===== src/rtl/apb_master.sv =====
// APB requester: turns a valid/ready command into one APB SETUP/ACCESS transfer
// and reports completion or timeout abort on a single-cycle response pulse.
module apb_master #(
  parameter int DATAWIDTH = 32,
  parameter int ADDRWIDTH = 8,
  parameter int TIMEOUT   = 16
) (
  input  logic                 PCLK,
  input  logic                 PRESET,
  input  logic                 cmd_valid,
  output logic                 cmd_ready,
  input  logic                 cmd_write,
  input  logic [ADDRWIDTH-1:0] cmd_addr,
  input  logic [DATAWIDTH-1:0] cmd_wdata,
  output logic                 rsp_valid,
  output logic [DATAWIDTH-1:0] rsp_rdata,
  output logic                 rsp_err,
  output logic                 PSEL,
  output logic                 PENABLE,
  output logic [ADDRWIDTH-1:0] PADDR,
  output logic                 PWRITE,
  output logic [DATAWIDTH-1:0] PWDATA,
  input  logic                 PREADY,
  input  logic [DATAWIDTH-1:0] PRDATA
);

  localparam int CNT_W = (TIMEOUT > 0) ? $clog2(TIMEOUT + 1) : 1;

  typedef enum logic [1:0] {
    S_IDLE,
    S_SETUP,
    S_ACCESS
  } state_e;

  state_e                 state_q, state_d;
  logic [CNT_W-1:0]       cnt_q, cnt_d, cnt_inc;
  logic [ADDRWIDTH-1:0]   paddr_q, paddr_d;
  logic                   pwrite_q, pwrite_d;
  logic [DATAWIDTH-1:0]   pwdata_q, pwdata_d;
  logic                   rsp_valid_q, rsp_valid_d;
  logic                   rsp_err_q, rsp_err_d;
  logic [DATAWIDTH-1:0]   rsp_rdata_q, rsp_rdata_d;
  logic                   accept;
  logic                   timeout_hit;

  assign accept = cmd_valid && cmd_ready;

  // Wait counter saturates at all-ones so a disabled timeout can never wrap.
  assign cnt_inc     = (cnt_q == {CNT_W{1'b1}}) ? cnt_q : cnt_q + CNT_W'(1);
  assign timeout_hit = (TIMEOUT != 0) && (cnt_inc == CNT_W'(TIMEOUT));

  // State register and all datapath flops.
  always_ff @(posedge PCLK) begin
    // NOTE: sequential state uses non-blocking assignments so every flop
    // samples the pre-edge values regardless of statement order.
    if (PRESET) begin
      state_q     <= S_IDLE;
      cnt_q       <= '0;
      paddr_q     <= '0;
      pwrite_q    <= 1'b0;
      pwdata_q    <= '0;
      rsp_valid_q <= 1'b0;
      rsp_err_q   <= 1'b0;
      rsp_rdata_q <= '0;
    end else begin
      state_q     <= state_d;
      cnt_q       <= cnt_d;
      paddr_q     <= paddr_d;
      pwrite_q    <= pwrite_d;
      pwdata_q    <= pwdata_d;
      rsp_valid_q <= rsp_valid_d;
      rsp_err_q   <= rsp_err_d;
      rsp_rdata_q <= rsp_rdata_d;
    end
  end

  // Next-state logic; completion takes priority over timeout.
  always_comb begin
    state_d = state_q;
    unique case (state_q)
      S_IDLE:   if (accept) state_d = S_SETUP;
      S_SETUP:  state_d = S_ACCESS;
      S_ACCESS: if (PREADY || timeout_hit) state_d = S_IDLE;
      default:  state_d = S_IDLE;
    endcase
  end

  // Datapath: command capture, wait counting and response formation.
  always_comb begin
    // NOTE: every signal gets a hold/default value first so no path leaves it
    // unassigned, which would otherwise infer a latch.
    paddr_d     = paddr_q;
    pwrite_d    = pwrite_q;
    pwdata_d    = pwdata_q;
    cnt_d       = cnt_q;
    rsp_valid_d = 1'b0;
    rsp_err_d   = rsp_err_q;
    rsp_rdata_d = rsp_rdata_q;
    unique case (state_q)
      S_IDLE: begin
        if (accept) begin
          paddr_d  = cmd_addr;
          pwrite_d = cmd_write;
          pwdata_d = cmd_wdata;
        end
      end
      S_SETUP: cnt_d = '0;
      S_ACCESS: begin
        if (PREADY) begin
          rsp_valid_d = 1'b1;
          rsp_err_d   = 1'b0;
          rsp_rdata_d = pwrite_q ? '0 : PRDATA;
        end else begin
          cnt_d = cnt_inc;
          if (timeout_hit) begin
            rsp_valid_d = 1'b1;
            rsp_err_d   = 1'b1;
            rsp_rdata_d = '0;
          end
        end
      end
      default: ;
    endcase
  end

  // Bus strobes and handshake decode straight from the state register.
  always_comb begin
    cmd_ready = (state_q == S_IDLE) && !PRESET;
    PSEL      = (state_q != S_IDLE);
    PENABLE   = (state_q == S_ACCESS);
  end

  assign PADDR     = paddr_q;
  assign PWRITE    = pwrite_q;
  assign PWDATA    = pwdata_q;
  assign rsp_valid = rsp_valid_q;
  assign rsp_err   = rsp_err_q;
  assign rsp_rdata = rsp_rdata_q;

endmodule


===== config.mk =====
export PLATFORM = sky130hd
export DESIGN_NAME = apb_master
export DESIGN_NICKNAME = d
export VERILOG_FILES = /design/src/rtl/apb_master.sv
export SDC_FILE = /design/constraint.sdc
export NUM_CORES = 1
export LEC_CHECK = 0
export ABC_CLOCK_PERIOD_IN_PS = 3300
export CAP_MARGIN = 10
export CORE_MARGIN = 5
export CORE_UTILIZATION = 43
export DETAILED_ROUTE_END_ITERATION = 6
export HOLD_SLACK_MARGIN = 0.03
export PLACE_DENSITY = 0.82
export SYNTH_ARGS = -nofsm -noshare
export SYNTH_HDL_FRONTEND = slang
export SYNTH_SLANG_ARGS = --single-unit

===== constraint.sdc =====
create_clock -name PCLK -period 3.3 [get_ports PCLK]
set_input_delay 0.66 -clock PCLK [delete_from_list [all_inputs] [get_ports PCLK]]
set_output_delay 0.66 -clock PCLK [all_outputs]
set_load 0.02 [all_outputs]

Word-level counts from Yosys, hierarchy flattened
Index checks and enable logic that the tools add are counted.
Cells by class
  $add $sub $neg: 1
  equality and inequality tests: 7
  multiplexer cells: 13
  bitwise logic cells: 1
  reduce and logical (&&, ||, !) cells: 13
Operator list (number)
  2-to-1 mux 32 bit: 3
  equality test 5 bit, second input constant: 2
  2-to-1 mux 5 bit: 2
  case mux 5 bit (2 select lines): 1
  AND reduction 2 bit: 4
  case mux 2 bit (3 select lines): 1
  nonzero test 2 bit: 3
  adder 5 x 1 -> 5 bit, second input constant: 1
  2-to-1 mux 1 bit: 4
  2-to-1 mux 2 bit: 2
  inequality test 2 bit, second input constant: 2
  equality test 2 x 1 -> 1 bit, second input constant: 1
  equality test 2 bit, second input constant: 1
  logical AND 1 bit: 2
  logical NOT 2 bit: 1
  inequality test 2 x 1 -> 1 bit, second input constant: 1
  OR reduction 2 bit: 1
  logical NOT 1 bit: 1
  logical OR 1 bit: 1
  NOT 1 bit: 1
Storage, ports and cells
  register bits: 82
  input bits: 77
  output and inout bits: 78
  word-level logic and storage cells: 43

Longest topological paths before layout
  depth after elaboration: 6
  mapped depth: 8
  depth with buffers taken out: 6

Worst setup path after synthesis
OpenSTA, ideal clock, no wires.
  path kind: input to register
  start: in PRESET
  end: reg paddr_q[0] (netlist: PADDR[0])
  library setup time: 0.123 ns
  arrival time: 1.733 ns
  data required time: 3.177 ns
  path slack: 1.444 ns
  stages on the path: 6
  buffers on the path: 3
  cell sequence: buf_2 -> nor2_1 -> and2_1 -> buf_4 -> clkbuf_2 -> o21ai_0
On the way
  longest elaborated chain between the ends: 4
Ends and longest elaborated chain
  start: declaration: line 9  | input logic PRESET,
  logical NOT 1 bit: line 128  | cmd_ready = (state_q == S_IDLE) && !PRESET;
  logical AND 1 bit: line 128
  net cmd_ready: line 11  | output logic cmd_ready,
  logical AND 1 bit: line 46  | assign accept = cmd_valid && cmd_ready;
  AND reduction 2 bit (no source line)
  end signal: assignment: line 68  | paddr_q <= paddr_d;
  end: declaration: line 37  | logic [ADDRWIDTH-1:0] paddr_q, paddr_d;
The timed path passes the listed nets, and every way through them passes these cells.
A chain may end at the register's enable or synchronous reset.

Final worst setup path
  start: reg state_q[1]
  end: out PENABLE
On the way
  longest elaborated chain between the ends: 1
Ends and longest elaborated chain
  start: declaration: line 35  | state_e state_q, state_d;
  start signal: assignment: line 66  | state_q <= state_d;
  equality test 2 bit: line 130  | PENABLE = (state_q == S_ACCESS);
  end: declaration: line 19  | output logic PENABLE,
No other way between the ends.

==> results.md <==
- CTS Buf Count: 9
- Clock Skew: 0.008855 ns
- Worst path slowest cell: clkdlybuf4s50_1
- Nature of the critical path endpoint: output pin
- RSZ-0062 raised after global routing: false
- Total Routing Usage GR: 0.1833
- Hold path depth: 1
- Post-synthesis instance area: 3117 µm²
- Area growth from synthesis to layout: 54.28%
- Largest net degree at the start of global routing: 55
- Clock Latency Late Sink: 0.34 ns
- Sw Share: 0.2643
- Full die area: 9051 µm²
- Clock transition at path regs: 0.07 ns
- Clock power frac: 0.279
- Mean post-synth cell area: 9.620 µm²
- Peak VDD IR: 202.3 µV
- Top routing layer in use: met4
- Critical path startpoint category: register
- Slowest cell delay on critical path: 0.66 ns
- Final Total Pwr: 0.002107 W
- Antenna cells: 0
- Sequential share of power: 0.518
- Sequential share of the synthesized area: 0.5267
- Max Buffers Root-to-Sink: 2
- Starting Density: 0.4367
- P_leak: 1.742 nW
- Synth Warn #: 0
- Via count: 2804
- CTS resizes: 0
- Power Internal: 0.001551 W
- Final Wtd Congestion: 0.7584
- Root buf cell: clkbuf_8
- Most frequent cells in the layout: clkdlybuf4s50_1 (154), dfxtp_1 (82), nand2_1 (49)
- Slew HR: 0.4559
- Fmax: 392.8 MHz
- Setup tns final: 0 ns
- Dpl cells: 554
- Chip height: 95.14 µm
- DRC viols: 0
- Final Hold Viols: 0
- Vias in the first global route: 2724
- Final Critical Period: 2.546 ns
- Final Hold Slack: 0.4766 ns
- Met1 WL: 3485 µm
- R2R depth: 6
- Finished layout cell area: 4808 µm²
- I/O Pins: 155
- Core Area: 7137 µm²
- Post-CTS Setup Inserts: 0
- Non-filler instance count after layout: 569
- Placed inst area: 4657 µm²
- ANT nets after route: 0
- Die W: 95.14 µm
- Endpoints failing setup: 0
- Min-delay worst type: register to register
- Detailed Route Iter0 Violations: 117
- DR pass1 iterations: 4
- Cell Chain, Critical Path: nand2b_4 -> inv_1 -> clkdlybuf4s50_1
- Commonest non-fill, non-tap cell in the layout: clkdlybuf4s50_1
- CTS tree: done
- Net Count, Synth: 402
- Layout cell share with drive strength beyond 1: 0.04894
- H-tree depth: 3
- Avg WL per Cell: 14.92 µm
- Crit Path Category: register to output pin
- Row cnt: 31
- Max Cap Violations: 0
- Buffers added on ports: 154
- Synth cell types: 36
- Logic pwr share: 0.202
- Synth Instances: 324
- Hold bufs inserted after CTS: 0
- Seq cells post-synth: 82
- Critical Path Fanout Max: 12
- Layout Nets: 544
- Arr. time, crit path: 1.89 ns
- Metal2 WL: 4093 µm
- Vias per cell: 4.928
- Worst endpoint required time: 2.64 ns
- Final period util: 0.7714
- Post-DP HPWL: 6381 µm
- CTS sink count: 82
- First-pass GRT wire length: 13030 µm
- Power per cell area: 438.3 nW/µm²
- Switch Pwr: 0.0005569 W
- Post-Route WL: 8489 µm
- Gr ovfl total: 0
- Detail Route met3 WL: 822 µm
- Status: completed
- Worst-Margin Slew: 0.8123 ns
- Slew Limit Fails: 0
- Initial antenna violation count: 0
worst max-delay path, delay by kind of cell, from the launching register on:
family	cells	cell delay, ns
buf+inv	2	0.86
flops	1	0.60
simple gates	1	0.09
final timing paths:
path / startpoint / slack [ns] / to
setup / recovery: state_q[1] / 0.75 / PENABLE
hold reg to reg: rsp_rdata[11] / 0.48 / rsp_rdata[11]
setup reg to reg: cnt_q[0] / 1.17 / rsp_rdata[9]
hold / removal: rsp_rdata[11] / 0.48 / rsp_rdata[11]
power groups by stage:
| stage | Sequential [W] | Combinational, W | Clock (W) |
|---|---|---|---|
| 3_5_place_dp | 0.00111 | 0.000430 | 0 |
| 2_1_floorplan | 0.00118 | 0.000127 | 0 |
| 4_1_cts | 0.00109 | 0.000432 | 0.000608 |
| 6_report | 0.00109 | 0.000426 | 0.000589 |
| 3_3_place_gp | 0.00111 | 0.000424 | 0 |
| 5_1_grt | 0.00110 | 0.000457 | 0.000652 |
final cells by class:
class | count | area [µm²]
Clock buffer | 11 | 131.4
Clock inverter | 4 | 20.02
Fill cell | 622 | 2328
Inverter | 3 | 11.26
Multi-Input combinational cell | 213 | 1304
Sequential cell | 82 | 1642
Tap cell | 99 | 123.9
Timing Repair Buffer | 157 | 1577
synth_stat cells:
| cell | count | share of area |
|---|---|---|
| dfxtp_1 | 82 | 0.53 |
| buf_4 | 9 | 0.022 |
| o211ai_1 | 2 | 0.0048 |
| nand3_2 | 1 | 0.0032 |
| mux2i_1 | 2 | 0.0064 |
| nand2b_4 | 1 | 0.0044 |
| xor2_1 | 1 | 0.0028 |
| ha_1 | 1 | 0.0040 |
| nor3_2 | 1 | 0.0032 |
| o211ai_4 | 1 | 0.0068 |
| or2_1 | 1 | 0.0020 |
| buf_6 | 4 | 0.014 |
| a211o_1 | 1 | 0.0028 |
| o21a_1 | 2 | 0.0048 |
| o22ai_1 | 3 | 0.0060 |
| a22o_1 | 33 | 0.093 |
| o311ai_4 | 1 | 0.0084 |
| nor2_1 | 8 | 0.0096 |
| or3_4 | 1 | 0.0036 |
| nor4b_1 | 1 | 0.0028 |
| nand3_1 | 1 | 0.0016 |
| inv_1 | 3 | 0.0036 |
| nand4_1 | 2 | 0.0040 |
| a221oi_1 | 1 | 0.0028 |
| a21oi_1 | 6 | 0.0096 |
| nand2_1 | 49 | 0.059 |
| nor3_1 | 2 | 0.0032 |
| or3_1 | 1 | 0.0020 |
| clkbuf_2 | 2 | 0.0032 |
| nor2b_1 | 1 | 0.0020 |
| o21ai_0 | 42 | 0.067 |
| clkbuf_1 | 8 | 0.0096 |
| a41o_1 | 1 | 0.0032 |
| buf_2 | 3 | 0.0048 |
| and2_1 | 2 | 0.0040 |
| nand2b_1 | 44 | 0.088 |
state kept, by name, summed over array words and instances (netlist names):
signal,flops
rsp_valid,1
rsp_err,1
PWRITE,1
cnt_q,5
rsp_rdata,32
state_q,2
PADDR,8
PWDATA,32
routing by layer:
| metal | global-route usage | up-vias |
|---|---|---|
| met5 | 0 | - |
| met4 | 0.07332 | 0 |
| met3 | 0.05841 | 7 |
| met2 | 0.3020 | 116 |
| met1 | 0.2212 | 1291 |
| li1 | - | 1390 |
kinds of logic after synthesis:
family                     Yosys count  share of synthesized area
DFF                                 82                     0.5267
and+or+nand+nor                    116                     0.1931
AOI/OAI and AO/OA                   93                     0.2096
muxes                                2                   0.006423
adders and majority gates            1                   0.004014
buffers and inverters               29                    0.05740
xor gates and xnor gates             1                   0.002811
per-stage QoR:
| step | utilization | worst slack [ns] |
|---|---|---|
| global route | 0.6737 | 0.6497 |
| finish | 0.6737 | 0.7543 |
| CTS | 0.6737 | 0.7449 |
| floorplan | - | 1.444 |
| global placement | 0.6525 | 0.7499 |
| detailed placement | 0.6525 | 0.6996 |
No activity file was read; power rests on OpenSTA's default activity.
